--- src/rtl/demux7_ctrl.sv ---
// demux7_ctrl: flow-controlled dispatcher in front of the 7-way demux datapath.
// One tagged word per cycle is steered into one of seven single-entry holding
// slots, and each slot drains through its own valid/ready handshake.
// Select code 7 drops the word and counts the drop (saturating). When the
// macro DEMUX7_CTRL_BCAST_EN is defined, select code 7 instead broadcasts the
// word to all seven slots.
module demux7_ctrl #(
    parameter int WIDTH = 13,
    parameter int CNT_W = 8
) (
    input  logic             clk,
    input  logic             rst_n,
    input  logic             in_valid,
    output logic             in_ready,
    input  logic [WIDTH-1:0] in_data,
    input  logic [2:0]       in_sel,
    output logic [WIDTH-1:0] out0,
    output logic [WIDTH-1:0] out1,
    output logic [WIDTH-1:0] out2,
    output logic [WIDTH-1:0] out3,
    output logic [WIDTH-1:0] out4,
    output logic [WIDTH-1:0] out5,
    output logic [WIDTH-1:0] out6,
    output logic [6:0]       out_valid,
    input  logic [6:0]       out_ready,
    output logic [CNT_W-1:0] drop_cnt,
    output logic             drop_err
);

`ifdef DEMUX7_CTRL_BCAST_EN
    localparam bit BCAST = 1'b1;
`else
    localparam bit BCAST = 1'b0;
`endif

    logic [WIDTH-1:0] slot_data [7];
    logic [6:0]       slot_free;
    logic [6:0]       load;
    logic             xfer_in;
    logic             sel_special;
    logic             drop;

    // A slot can take a word when it is empty or being drained this cycle.
    assign slot_free   = ~out_valid | out_ready;
    assign sel_special = (in_sel == 3'd7);
    assign xfer_in     = in_valid & in_ready;
    assign drop        = xfer_in & sel_special & ~BCAST;

    // Ready depends only on the selected destination(s), never on in_valid.
    always_comb begin
        in_ready = 1'b0;
        if (sel_special) begin
            in_ready = BCAST ? (&slot_free) : 1'b1;
        end else begin
            in_ready = slot_free[in_sel];
        end
    end

    // Per-slot load strobes; broadcast loads every slot in the same edge.
    always_comb begin
        load = '0;
        for (int i = 0; i < 7; i++) begin
            load[i] = xfer_in & ((in_sel == 3'(i)) | (sel_special & BCAST));
        end
    end

    // Slot registers: a fill wins over a concurrent drain so pass-through
    // keeps the slot valid with the new word.
    always_ff @(posedge clk or negedge rst_n) begin
        if (!rst_n) begin
            out_valid <= '0;
            for (int i = 0; i < 7; i++) begin
                slot_data[i] <= '0;
            end
        end else begin
            for (int i = 0; i < 7; i++) begin
                if (load[i]) begin
                    slot_data[i] <= in_data;
                    out_valid[i] <= 1'b1;
                end else if (out_ready[i]) begin
                    out_valid[i] <= 1'b0;
                end
            end
        end
    end

    // Drop bookkeeping: pulse on every drop, counter sticks at all-ones.
    always_ff @(posedge clk or negedge rst_n) begin
        if (!rst_n) begin
            drop_err <= 1'b0;
            drop_cnt <= '0;
        end else begin
            drop_err <= drop;
            if (drop && (drop_cnt != {CNT_W{1'b1}})) begin
                drop_cnt <= drop_cnt + 1'b1;
            end
        end
    end

    assign out0 = slot_data[0];
    assign out1 = slot_data[1];
    assign out2 = slot_data[2];
    assign out3 = slot_data[3];
    assign out4 = slot_data[4];
    assign out5 = slot_data[5];
    assign out6 = slot_data[6];

endmodule

--- config.mk ---
export PLATFORM = sky130hd
export DESIGN_NAME = demux7_ctrl
export DESIGN_NICKNAME = d
export VERILOG_FILES = /design/src/rtl/demux7_ctrl.sv
export SDC_FILE = /design/constraint.sdc
export NUM_CORES = 1
export LEC_CHECK = 0
export CAP_MARGIN = 40
export CORE_MARGIN = 5
export CORE_UTILIZATION = 42
export CTS_CLUSTER_SIZE = 12
export DETAILED_ROUTE_END_ITERATION = 6
export HOLD_SLACK_MARGIN = 0.12
export PLACE_DENSITY = 0.77
export RECOVER_POWER = 25
export SYNTH_ARGS = -nofsm -noshare
export SYNTH_HDL_FRONTEND = slang
export SYNTH_SLANG_ARGS = --single-unit
--- constraint.sdc ---
create_clock -name clk -period 1.5 [get_ports clk]
set_input_delay 0.3 -clock clk [delete_from_list [all_inputs] [get_ports clk]]
set_output_delay 0.3 -clock clk [all_outputs]
set_load 0.01 [all_outputs]
==> Yosys cells after proc, flatten, opt, wreduce, memory -nomap -nowiden <==
Cells that the tools add are included.
{ "classes": {"magnitude_cmp": 1, "bitwise": 11, "add_sub_neg": 1, "n_mux": 17, "n_eq_ne": 8, "n_reduce_logical": 9} }
{ "op_table": {"columns": ["operator", "n"], "rows": [
  ["two-way mux 1 bit", 16],
  ["nonzero test 2 bit", 7],
  ["equality test 3 bit (second input constant)", 4],
  ["AND 1 bit", 9],
  ["adder 8 x 1 -> 8 bit (second input constant)", 1],
  ["!= test 8 bit (second input constant)", 1],
  ["inverter 7 bit", 1],
  ["bitwise OR 7 bit", 1],
  ["equality test 3 x 2 -> 1 bit (second input constant)", 2],
  ["< comparator 3 x 4 -> 1 bit (second input constant)", 1],
  ["binary-select mux 1 bit (select 3 bit)", 1],
  ["equality test 3 x 1 -> 1 bit (second input constant)", 1],
  ["logical NOT 3 bit", 1],
  ["logical AND 1 bit", 1]
]} }
{ "word_totals": {"out_inout_bits": 108, "reg_bits": 107, "inputBits": 26, "wordCells": 63} }

==> Longest topological paths before layout <==
Gate-level depths: netlist of run 1.
{ "depth": {"word_depth": 8, "mapped_depth": 6, "ltp_nobuf": 5} }

==> Least setup slack after synthesis of run 1 <==
No wires, ideal clock.
{ "synth_path": {"path_kind": "register to register", "from": "register drop_cnt[0]", "to": "register drop_cnt[1]", "period_less_slack_ps": 1681, "t_arrival_ps": 1557, "path_stages_with_launch": 6, "path_slack_ps": -181, "required_ps": 1375, "cell_sequence": "dfrtp_1 > ha_1 > nand2_1 > or3_1 > nand2_1 > mux2_2"} }
{ "synth_via": {"elab_chain_cells": 2, "word_cells_on_any_way": 3, "cone_classes": "add/sub (1); eq/ne (1); reduce/logical (1)"} }
{ "synth_lines": {"columns": ["item", "line_no", "source"], "rows": [
  ["start: declaration", "26", "output logic [CNT_W-1:0] drop_cnt,"],
  ["start signal: assignment", "95", "drop_cnt <= drop_cnt + 1'b1;"],
  ["branches (longest 2 deep; another with adder 8 x 1 -> 8 bit)", null, null]
]} }
Parallel ways; which one is timed is not known.
A chain may end at the register's enable or synchronous reset.

==> Worst setup path in the final report of run 1 <==
{ "layout_path": {"from": "input port out_ready[1]", "to": "output port in_ready"} }
{ "layout_via": {"elab_chain_cells": 4} }
{ "layout_lines": {"columns": ["item", "line_no", "source"], "rows": [
  ["start: declaration", "25", "input logic [6:0] out_ready,"],
  ["bitwise OR 7 bit", "44", "assign slot_free = ~out_valid | out_ready;"],
  ["binary-select mux 1 bit (select 3 bit)", "55", "in_ready = slot_free[in_sel];"],
  ["two-way mux 1 bit (implied by the code)", "55", null],
  ["two-way mux 1 bit", "52", "if (sel_special) begin"],
  ["end: declaration", "14", "output logic in_ready,"]
]} }
Every way passes these cells. The select of a mux whose other input is x is not followed.

==> results of run 1 <==
==> metal layers <==
metal / track usage, % / share of wire (%)
met1: 23.09 / 41
met2: 32.39 / 50
met3: 6.283 / 7.0
met4: 4.363 / 1.3
met5: 0 / 0
==> cell usage in the layout, fill, tap and decap left out, types with 2 or more instances in the layout <==
master,Yosys,final
clkdlybuf4s15_1,0,3
inv_1,4,4
clkbuf_8,0,9
nand2_2,0,2
dlygate4sd2_1,0,103
clkbuf_1,0,3
mux2_1,7,7
and4_4,1,3
clkinv_2,0,2
clkbuf_2,0,5
dfrtp_1,107,105
dfrtp_2,0,2
buf_12,0,8
mux2_2,89,88
nand3_1,8,7
clkdlybuf4s50_1,0,19
nand2b_1,7,4
a21oi_1,3,3
nor2_1,3,2
nand2b_4,0,3
nand2_1,13,11
nand4_1,3,3
buf_4,3,28
buf_6,0,2
==> cell type report <==
class                   count  area (sq um)
clock inverters             6         65.06
well taps                 133         166.4
clock buffers              10         127.6
fillers                   781          3540
multi-input cells         152          1503
flip-flops and latches    107          2680
repair buffers            175          1633
inverters                   4         15.01
==> synth_stat cells, drive strengths merged <==
cell type	number	area [sq um]
a21oi	3	15.01
or2b	1	7.510
buf	11	62.56
o21ai	1	5.000
mux4	1	22.52
dfrtp	107	2678
o21a	1	7.510
and3	1	6.260
nand4	3	18.77
or3	1	6.260
and4	5	46.29
nor2	3	11.26
nor3	1	5.000
nor2b	3	21.27
nand2b	7	43.79
o22ai	1	6.260
inv	4	15.01
mux2	96	1081
nand3	8	40.04
o2111a	1	11.26
xnor2	1	8.760
ha	1	12.51
nand2	13	48.80
==> power breakdown <==
part	leakage (nW)	internal [mW]	switching, mW
clock	0.0966	0.777	0.950
sequential	1.30	3.50	0.322
combinational	1.57	1.26	1.02
==> logic make-up (layout without fill, tap and decap cells) <==
family / Yosys count / count (layout) / share of synthesized area (%)
buffers and inverters: 15 / 195 / 1.856
and+or+nand+nor: 46 / 46 / 6.106
DFF: 107 / 107 / 64.05
muxes: 97 / 97 / 26.40
adders and majority gates: 1 / 1 / 0.2993
xor gates and xnor gates: 1 / 1 / 0.2096
AOI/OAI and AO/OA: 7 / 7 / 1.077
==> per-stage QoR <==
step / std cells / area (sq um) / hold slack, ns
final: 587 / 6190 / 0.4702
after global routing: 587 / 6190 / 0.4516
after CTS: 586 / 6167 / 0.3265
after detailed placement: 567 / 6003 / 0.1857
after global placement: 567 / 6003 / 0.1793
after floorplan: 274 / 4198 / 0.004409
==> worst min-delay path, stage by stage <==
cell           delay (ns)
dlygate4sd2_1        0.21
nand2b_4             0.13
buf_4                0.11
nand2_1              0.04
==> what timing repair did <==
action                                  in CTS  in global routing
buffers inserted                             1                  0
hold endpoints to repair                   106                  0
endpoints found under the setup margin     189                 32
gates cloned                                 1                  1
hold buffers                                 1                  0
gates resized for setup                    132                 16
==> path summary, 6_finish.rpt <==
kind                                 to  slack, ns  cells past startpoint
min                        out_valid[2]       0.47                      4
min reg2reg                     out5[4]       0.50                      1
min in group asynchronous       out6[2]       0.63                      2
max                            in_ready      -0.45                      6
max in group asynchronous      out6[10]       0.06                      3
max reg2reg                     out5[8]      -0.04                      5
==> registers in the layout, summed over array words and instances, names as in the netlist <==
register and count:
out5 13, drop_err 1, out_valid 7, out6 13, out0 13, out3 13
out2 13, drop_cnt 8, out1 13, out4 13
==> metrics.cfg, run 1 <==
[timing]
tns_ns = -1.238
finalMaxSlewViolations = 0
period_needed_ns = 1.948
tightest_slew_ns = 1.023
rsz0062_at_grt = yes
finalHoldViolCount = 0
max_freq_mhz = 513.3
setup_ws_ns = -0.4481
relSlewSlack_pct = 31.77
finalClockSkew_ns = 0.01247
fin_crit_sh_pct = 129.9
setup-violations-final = 14

[synthesis]
ys_warn_count = 0
syn-cell-area_sq_um = 4180
syn_area_per_cell_sq_um = 15.26
synthDistinctLibCells = 27
synth_fp_nets = 301
ys_seq_area_share_pct = 64.05
synth_cells = 274
synth-seq-cells = 107

[placed_design]
io_buffers = 133
place_hpwl_microns = 7868
gp_congestion = 0.8654
dp_slack_ns = -0.7858

[layout]
area_growth_syn_to_layout_pct = 48.07
nets = 476
final_core_util_pct = 63.62
diodes = 0
drive_above_1_share_pct = 37.00

[worst_setup_path]
cp_top_family = buffers and inverters
path_max_fanout = 2
slowest_stage = mux4_2
rr_startpoint = out_valid[5]
start_kind = input port
critPathKind = input port to output port
worstPathRequired_ns = 1.20
crit_chain = clkdlybuf4s50_1 -> nand2b_4 -> mux4_2 -> nor2_2 -> a21oi_1 -> buf_2
end_kind = output port
crit_start = out_ready[1]
cpPeakStageDelay_ns = 0.48
arrival_ns = 1.65
crit_buf_inv = 2

[power_and_ir_drop]
power_density_nw_per_um2 = 1265
p_total_mw = 7.827
vdd_drop_max_v = 0.0007014
p_leak_nw = 2.968

[detailed_routing]
wl_per_cell_microns = 19.19
drc = 0
drt-total-wl_microns = 11270
drtPass1Iterations = 4
antenna_left = 0
dr.first_iter.drc_count = 90
num_vias = 2900
vias_per_cell = 4.940

[cts]
clock_sinks = 107
htreeDepth = 3
clk_latency_ns = 0.36
cts_tree = built
numCtsBuffers = 9
clk_path_buf_depth = 2
clk_pin_slew_worst_paths_ns = 0.09
cts-root-buf = clkbuf_8

[floorplanning]
die_h_microns = 109.8
io_pins = 134
die_area_sq_um = 12050
core_sq_um = 9729
start_util_pct = 42.97
num_rows = 36
die_x_microns = 109.8

[min_path]
min-delay-start = out_ready[2]
hp-class = input port to flip-flop

[job]
max_cap_viol_count = 0

[global_routing]
antenna_found_initial = 0
grt_pass1_wl_microns = 17110
grtUsageTotal_pct = 18.88
gr-total-overflow = 0
grt_pass1_vias = 3190
grt_max_degree = 48

[outcome]
outcome = finished, violations left
violations = setup timing

Power figures use the tool's default switching activity.
==> inputs of run 2 (changes only) <==
--- a/config.mk
+++ b/config.mk
@@ -11,6 +11,7 @@
 export CTS_CLUSTER_SIZE = 12
 export DETAILED_ROUTE_END_ITERATION = 6
 export HOLD_SLACK_MARGIN = 0.12
+export MAX_ROUTING_LAYER = met4
 export PLACE_DENSITY = 0.77
 export RECOVER_POWER = 25
 export SYNTH_ARGS = -nofsm -noshare
==> metrics.cfg, run 2 (same netlist as run 1, synthesis figures left out) <==
[outcome]
outcome = finished, violations left  ; unchanged
violations = setup timing  ; unchanged

[timing]
tightest_slew_ns = 1.022  ; was 1.023 ns
finalMaxSlewViolations = 0  ; unchanged
fin_crit_sh_pct = 130.0  ; was 129.9%
setup_ws_ns = -0.4502  ; was -0.4481 ns
relSlewSlack_pct = 31.89  ; was 31.77%
rsz0062_at_grt = yes  ; unchanged
max_freq_mhz = 512.8  ; was 513.3 MHz
period_needed_ns = 1.950  ; was 1.948 ns
setup-violations-final = 14  ; unchanged
finalClockSkew_ns = 0.01163  ; was 0.01247 ns
finalHoldViolCount = 0  ; unchanged

[cts]
htreeDepth = 3  ; unchanged
numCtsBuffers = 9  ; unchanged
clk_pin_slew_worst_paths_ns = 0.09  ; about the same
clk_path_buf_depth = 2  ; unchanged
clk_latency_ns = 0.36  ; about the same
cts_tree = built  ; unchanged
clock_sinks = 107  ; unchanged
cts-root-buf = clkbuf_8  ; unchanged

[worst_setup_path]
critPathKind = input port to output port  ; unchanged
start_kind = input port  ; unchanged
rr_startpoint = out_valid[5]  ; unchanged
arrival_ns = 1.65  ; about the same
worstPathRequired_ns = 1.20  ; about the same
cp_top_family = buffers and inverters  ; unchanged
slowest_stage = mux4_2  ; unchanged
crit_buf_inv = 2  ; unchanged
end_kind = output port  ; unchanged
cpPeakStageDelay_ns = 0.48  ; about the same
crit_chain = clkdlybuf4s50_1 -> nand2b_4 -> mux4_2 -> nor2_2 -> a21oi_1 -> buf_2  ; unchanged
reg2reg_depth = 5  ; unchanged
endpoint = in_ready  ; unchanged
path_max_fanout = 2  ; unchanged
critical_path_depth = 6  ; unchanged
r2r_end = out5[8]  ; unchanged
rrSetupSlack_ns = -0.05  ; was -0.04 ns
crit_start = out_ready[1]  ; unchanged

[global_routing]
grt_max_degree = 48  ; unchanged
grt_util_met1_pct = 23.47  ; was 23.09%
met3_usage_pct = 4.169  ; was 6.283%
antenna_found_initial = 0  ; unchanged
gr-total-overflow = 0  ; unchanged
top_usage_layer = met2  ; unchanged
grtUsageTotal_pct = 19.37  ; was 18.88%
grt_pass1_wl_microns = 17040  ; was 17110 microns
grt_use_met2_pct = 32.39  ; unchanged
grt_pass1_vias = 3198  ; was 3190

[layout]
diodes = 0  ; unchanged
nets = 476  ; unchanged
layout_commonest_cell = dfrtp_1  ; unchanged
drive_above_1_share_pct = 36.78  ; was 37.00%
design_area_sq_um = 6195  ; was 6190 sq um
layout_common_cells = dfrtp_1 (105), dlygate4sd2_1 (103), mux2_2 (88), buf_4 (27), clkdlybuf4s50_1 (19)  ; was dfrtp_1 (105), dlygate4sd2_1 (103), mux2_2 (88), buf_4 (28), clkdlybuf4s50_1 (19)
area_growth_syn_to_layout_pct = 48.19  ; was 48.07%

[floorplanning]
core_sq_um = 9729  ; unchanged
io_pins = 134  ; unchanged
num_rows = 36  ; unchanged
start_util_pct = 42.97  ; unchanged
die_h_microns = 109.8  ; unchanged
die_area_sq_um = 12050  ; unchanged
die_x_microns = 109.8  ; unchanged

[placed_design]
io_buffers = 133  ; unchanged
gp_congestion = 0.8794  ; was 0.8654
place_hpwl_microns = 7868  ; unchanged
place_area_sq_um = 6003  ; unchanged

[detailed_routing]
drt-total-wl_microns = 11280  ; was 11270 microns
dr.first_iter.drc_count = 97  ; was 90
num_vias = 2920  ; was 2900
antenna_left = 0  ; unchanged
vias_per_cell = 4.974  ; was 4.940
drc = 0  ; unchanged
drtPass1Iterations = 4  ; unchanged
wl_per_cell_microns = 19.21  ; was 19.19 microns

[power_and_ir_drop]
p_leak_nw = 2.967  ; was 2.968 nW
p_total_mw = 7.832  ; was 7.827 mW
power_density_nw_per_um2 = 1264  ; was 1265 nW/um^2
vdd_drop_max_v = 0.0007005  ; was 0.0007014 V

[job]
max_cap_viol_count = 0  ; unchanged

[min_path]
hp-class = input port to flip-flop  ; unchanged

-- run 2: worst min path at each step --
stage / slack [ns] / from / depth (start not counted) / endpoint
2_1_floorplan: 0.004 / rst_n / 0 / drop_cnt[0]
3_3_place_gp: 0.18 / rst_n / 1 / out6[0]
3_5_place_dp: 0.19 / rst_n / 1 / out6[0]
4_1_cts: 0.33 / rst_n / 2 / out6[0]
5_1_grt: 0.46 / out_ready[2] / 4 / out_valid[2]
6_report: 0.47 / out_ready[2] / 4 / out_valid[2]
-- run 2: cell type report --
cell class | count | area (sq um)
clock inverters | 6 | 65.06
multi-input cells | 152 | 1503
well taps | 133 | 166.4
repair buffers | 175 | 1638
fillers | 780 | 3535
clock buffers | 10 | 127.6
flip-flops and latches | 107 | 2680
inverters | 4 | 15.01
-- run 2: repair_timing --
| action | in CTS | in global routing |
|---|---|---|
| endpoints found under the hold margin | 106 | 0 |
| pin swaps | 0 | 0 |
| hold buffers | 1 | 0 |
| endpoints found under the setup margin | 189 | 32 |
| gates cloned | 1 | 1 |
| resized for setup | 132 | 15 |
| buffers inserted | 1 | 0 |
-- run 2: metal layers --
layer,vias up,part of all wire (%)
met5,-,0
met4,0,1.2
met3,12,5.4
met2,89,51
met1,1500,42
li1,1319,-
-- run 2: worst reg2reg max path, cell delays in order, from the launching register on --
cell	delay (ns)
dfrtp_1	0.38
nand2b_1	0.09
buf_4	0.12
and4_2	0.31
clkbuf_16	0.20
mux2_2	0.34
-- run 2: where the power goes --
part | switching, mW | internal, mW | leakage [nW] | total, mW
sequential | 0.323 | 3.50 | 1.30 | 3.82
combinational | 1.03 | 1.26 | 1.57 | 2.29
clock | 0.948 | 0.777 | 0.0966 | 1.72
-- run 2: through the flow --
step	setup TNS, ns	hold WS [ns]	utilization, %	setup slack [ns]	cells
after global routing	-7.134	0.4590	63.67	-0.5171	587
after detailed placement	-48.19	0.1857	61.70	-0.7858	567
final	-1.383	0.4677	63.67	-0.4502	587
after global placement	-45.01	0.1793	61.70	-0.7623	567
after CTS	-0.4212	0.3265	63.39	-0.4212	586
after floorplan	0	0.004409	-	0.001827	274
==> inputs of run 3 (changes only) <==
--- a/config.mk
+++ b/config.mk
@@ -7,12 +7,12 @@
 export LEC_CHECK = 0
 export CAP_MARGIN = 40
 export CORE_MARGIN = 5
-export CORE_UTILIZATION = 42
+export CORE_UTILIZATION = 46
 export CTS_CLUSTER_SIZE = 12
 export DETAILED_ROUTE_END_ITERATION = 6
 export HOLD_SLACK_MARGIN = 0.12
 export MAX_ROUTING_LAYER = met4
-export PLACE_DENSITY = 0.77
+export PLACE_DENSITY = 0.8
 export RECOVER_POWER = 25
 export SYNTH_ARGS = -nofsm -noshare
 export SYNTH_HDL_FRONTEND = slang
==> constraint.sdc (replaced) <==
create_clock -name clk -period 2.1 [get_ports clk]
set_input_delay 0.42 -clock clk [delete_from_list [all_inputs] [get_ports clk]]
set_output_delay 0.42 -clock clk [all_outputs]
set_load 0.02 [all_outputs]
==> metrics.cfg, run 3 (same netlist as run 1, synthesis figures left out) <==
[power_and_ir_drop]
p_switching_mw = 1.986  ; was 2.298 mW
pwr-share-clk_pct = 21.0  ; was 22.0%
p_seq_share_pct = 44.4  ; was 48.8%
switching_share_pct = 32.00  ; was 29.34%
p_comb_share_pct = 34.6  ; was 29.2%
vdd_drop_max_v = 0.0006023  ; was 0.0007005 V
p_leak_nw = 2.678  ; was 2.967 nW
internal_power_mw = 4.220  ; was 5.534 mW
p_total_mw = 6.206  ; was 7.832 mW
power_density_nw_per_um2 = 1012  ; was 1264 nW/um^2

[timing]
finalClockSkew_ns = 0.01125  ; was 0.01163 ns
rsz0062_at_grt = yes  ; unchanged
finalMaxSlewViolations = 0  ; unchanged
relSlewSlack_pct = 5.777  ; was 31.89%
setup_ws_ns = 0.01937  ; was -0.4502 ns
setup-violations-final = 0  ; was 14
period_needed_ns = 2.081
fin_crit_sh_pct = 99.08
tightest_slew_ns = 1.413  ; was 1.022 ns
finalHoldViolCount = 0  ; unchanged
max_freq_mhz = 480.6

[worst_setup_path]
cpPeakStageDelay_ns = 0.51  ; was 0.48 ns
rr_startpoint = drop_cnt[0]  ; was out_valid[5]
path_max_fanout = 2  ; unchanged
worstPathRequired_ns = 1.68  ; was 1.20 ns
critPathKind = flip-flop to output port  ; was input port to output port
crit_start = out_valid[1]  ; was out_ready[1]
start_kind = flip-flop  ; was input port
arrival_ns = 1.66  ; was 1.65 ns
slowest_stage = mux4_2  ; unchanged
crit_chain = nand2b_4 -> mux4_2 -> nor2_4 -> a21oi_2 -> buf_6  ; was clkdlybuf4s50_1 -> nand2b_4 -> mux4_2 -> nor2_2 -> a21oi_1 -> buf_2
end_kind = output port  ; unchanged

[placed_design]
io_buffers = 133  ; unchanged
place_hpwl_microns = 7211  ; was 7868 microns
dp_cells = 528  ; was 567
gp_congestion = 0.8431  ; was 0.8794
dp_slack_ns = -0.4899  ; was -0.7858 ns

[global_routing]
grt_max_degree = 108  ; was 48
antenna_found_initial = 0  ; unchanged
grtUsageTotal_pct = 20.03  ; was 19.37%
grt_pass1_wl_microns = 16930  ; was 17040 microns
gr-total-overflow = 0  ; unchanged
grt_pass1_vias = 3081  ; was 3198

[cts]
cts_tree = built  ; unchanged
clk_path_buf_depth = 2  ; unchanged
hold_buffers = 0  ; was 1
clk_latency_ns = 0.36  ; about the same
numCtsBuffers = 9  ; unchanged
clk_pin_slew_worst_paths_ns = 0.10  ; was 0.09 ns
clock_sinks = 107  ; unchanged
htreeDepth = 3  ; unchanged
cts-root-buf = clkbuf_8  ; unchanged

[floorplanning]
die_h_microns = 105.3  ; was 109.8 microns
die_area_sq_um = 11090  ; was 12050 sq um
core_sq_um = 8806  ; was 9729 sq um
start_util_pct = 47.47  ; was 42.97%
die_x_microns = 105.3  ; was 109.8 microns
num_rows = 34  ; was 36
io_pins = 134  ; unchanged

[layout]
multiInputGateArea_sq_um = 1480  ; was 1503 sq um
layout_common_cells = clkdlybuf4s50_1 (125), dfrtp_1 (107), mux2_2 (89), buf_4 (25), nand2_1 (13)  ; was dfrtp_1 (105), dlygate4sd2_1 (103), mux2_2 (88), buf_4 (27), clkdlybuf4s50_1 (19)
regArea_sq_um = 2678  ; was 2680 sq um
area_growth_syn_to_layout_pct = 46.69  ; was 48.19%
drive_above_1_share_pct = 33.63  ; was 36.78%
nets = 465  ; was 476
layout_commonest_cell = clkdlybuf4s50_1  ; was dfrtp_1
finalNonFillerCells = 551  ; was 587
num-fill-cells = 637  ; was 780
diodes = 0  ; unchanged

[min_path]
min-delay-start = out6[8]  ; was out_ready[2]
hp-class = flip-flop to flip-flop  ; was input port to flip-flop

[detailed_routing]
drt-total-wl_microns = 10610  ; was 11280 microns
dr.first_iter.drc_count = 99  ; was 97
drtPass1Iterations = 4  ; unchanged
num_vias = 2854  ; was 2920
vias_per_cell = 5.180  ; was 4.974
drc = 0  ; unchanged
wl_per_cell_microns = 19.26  ; was 19.21 microns
antenna_left = 0  ; unchanged

[outcome]
outcome = finished, final reports clean  ; was finished, violations left

[job]
max_cap_viol_count = 0  ; unchanged

==> run 3: cell types whose count changed in the layout (fill, tap and decap cells not counted), moves of 3 or more <==
| cell | before | now |
|---|---|---|
| clkdlybuf4s50_1 | 19 | 125 |
| clkbuf_1 | 3 | 0 |
| clkdlybuf4s15_1 | 4 | 0 |
| dlygate4sd2_1 | 103 | 6 |
| buf_12 | 8 | 5 |
| and4_1 | 1 | 4 |
| clkbuf_2 | 4 | 0 |
==> run 3: worst paths after layout <==
kind,endpoint,slack [ns],depth (start not counted)
min in group asynchronous,out6[1],0.52,2
max,in_ready,0.02,5
max reg2reg,drop_cnt[1],0.31,5
min,out6[8],0.50,1
min reg2reg,out6[8],0.50,1
max in group asynchronous,out3[8],0.71,2
==> run 3: repair_timing <==
action	in CTS	in global routing
resized for setup	15	6
pin swaps	1	1
buffers inserted	4	3
endpoints found under the setup margin	1	1
gates cloned	0	0
==> run 3: layout make-up <==
cell class	count	area share (%)
flip-flops and latches	107	43.66
repair buffers	164	26.38
multi-input cells	152	24.14
inverters	4	0.2448
well taps	108	2.204
clock buffers	10	2.244
clock inverters	6	1.122
==> run 3: per-layer routing <==
metal	global-route usage, %	vias up	share of wire, %
met5	-	-	0
met1	25.20	1468	43
li1	-	1301	-
met3	4.523	7	4.8
met2	32.79	78	52
met4	5.530	0	0.77
==> run 3: per-stage QoR <==
| stage | setup TNS (ns) | hold WS [ns] | utilization (%) | cell area [sq um] |
|---|---|---|---|---|
| 3_5_place_dp | -8.082 | 0.4765 | 66.28 | 5837 |
| 6_report | 0 | 0.4989 | 69.64 | 6132 |
| 5_1_grt | -0.03273 | 0.5230 | 69.64 | 6132 |
| 3_3_place_gp | -5.838 | 0.4692 | 66.28 | 5837 |
| 4_1_cts | 0 | 0.1327 | 69.20 | 6093 |
| 2_1_floorplan | 0 | 0.1244 | - | 4180 |
==> run 3: critical path: cells and delay by family (launching register included) <==
kind / cells / cell delay [ns]
AO/OA/AOI/OAI: 1 / 0.05
buffers and inverters: 1 / 0.14
flip-flops: 1 / 0.43
multiplexers: 1 / 0.51
AND/OR/NAND/NOR: 2 / 0.19
==> run 3: power by group through the flow <==
stage / sequential [mW] / combinational (mW) / clock, mW
2_1_floorplan: 3.31 / 0.437 / 0
3_3_place_gp: 2.77 / 2.13 / 0
3_5_place_dp: 2.80 / 2.15 / 0
4_1_cts: 2.76 / 2.17 / 1.33
5_1_grt: 2.82 / 2.25 / 1.43
6_report: 2.76 / 2.15 / 1.30
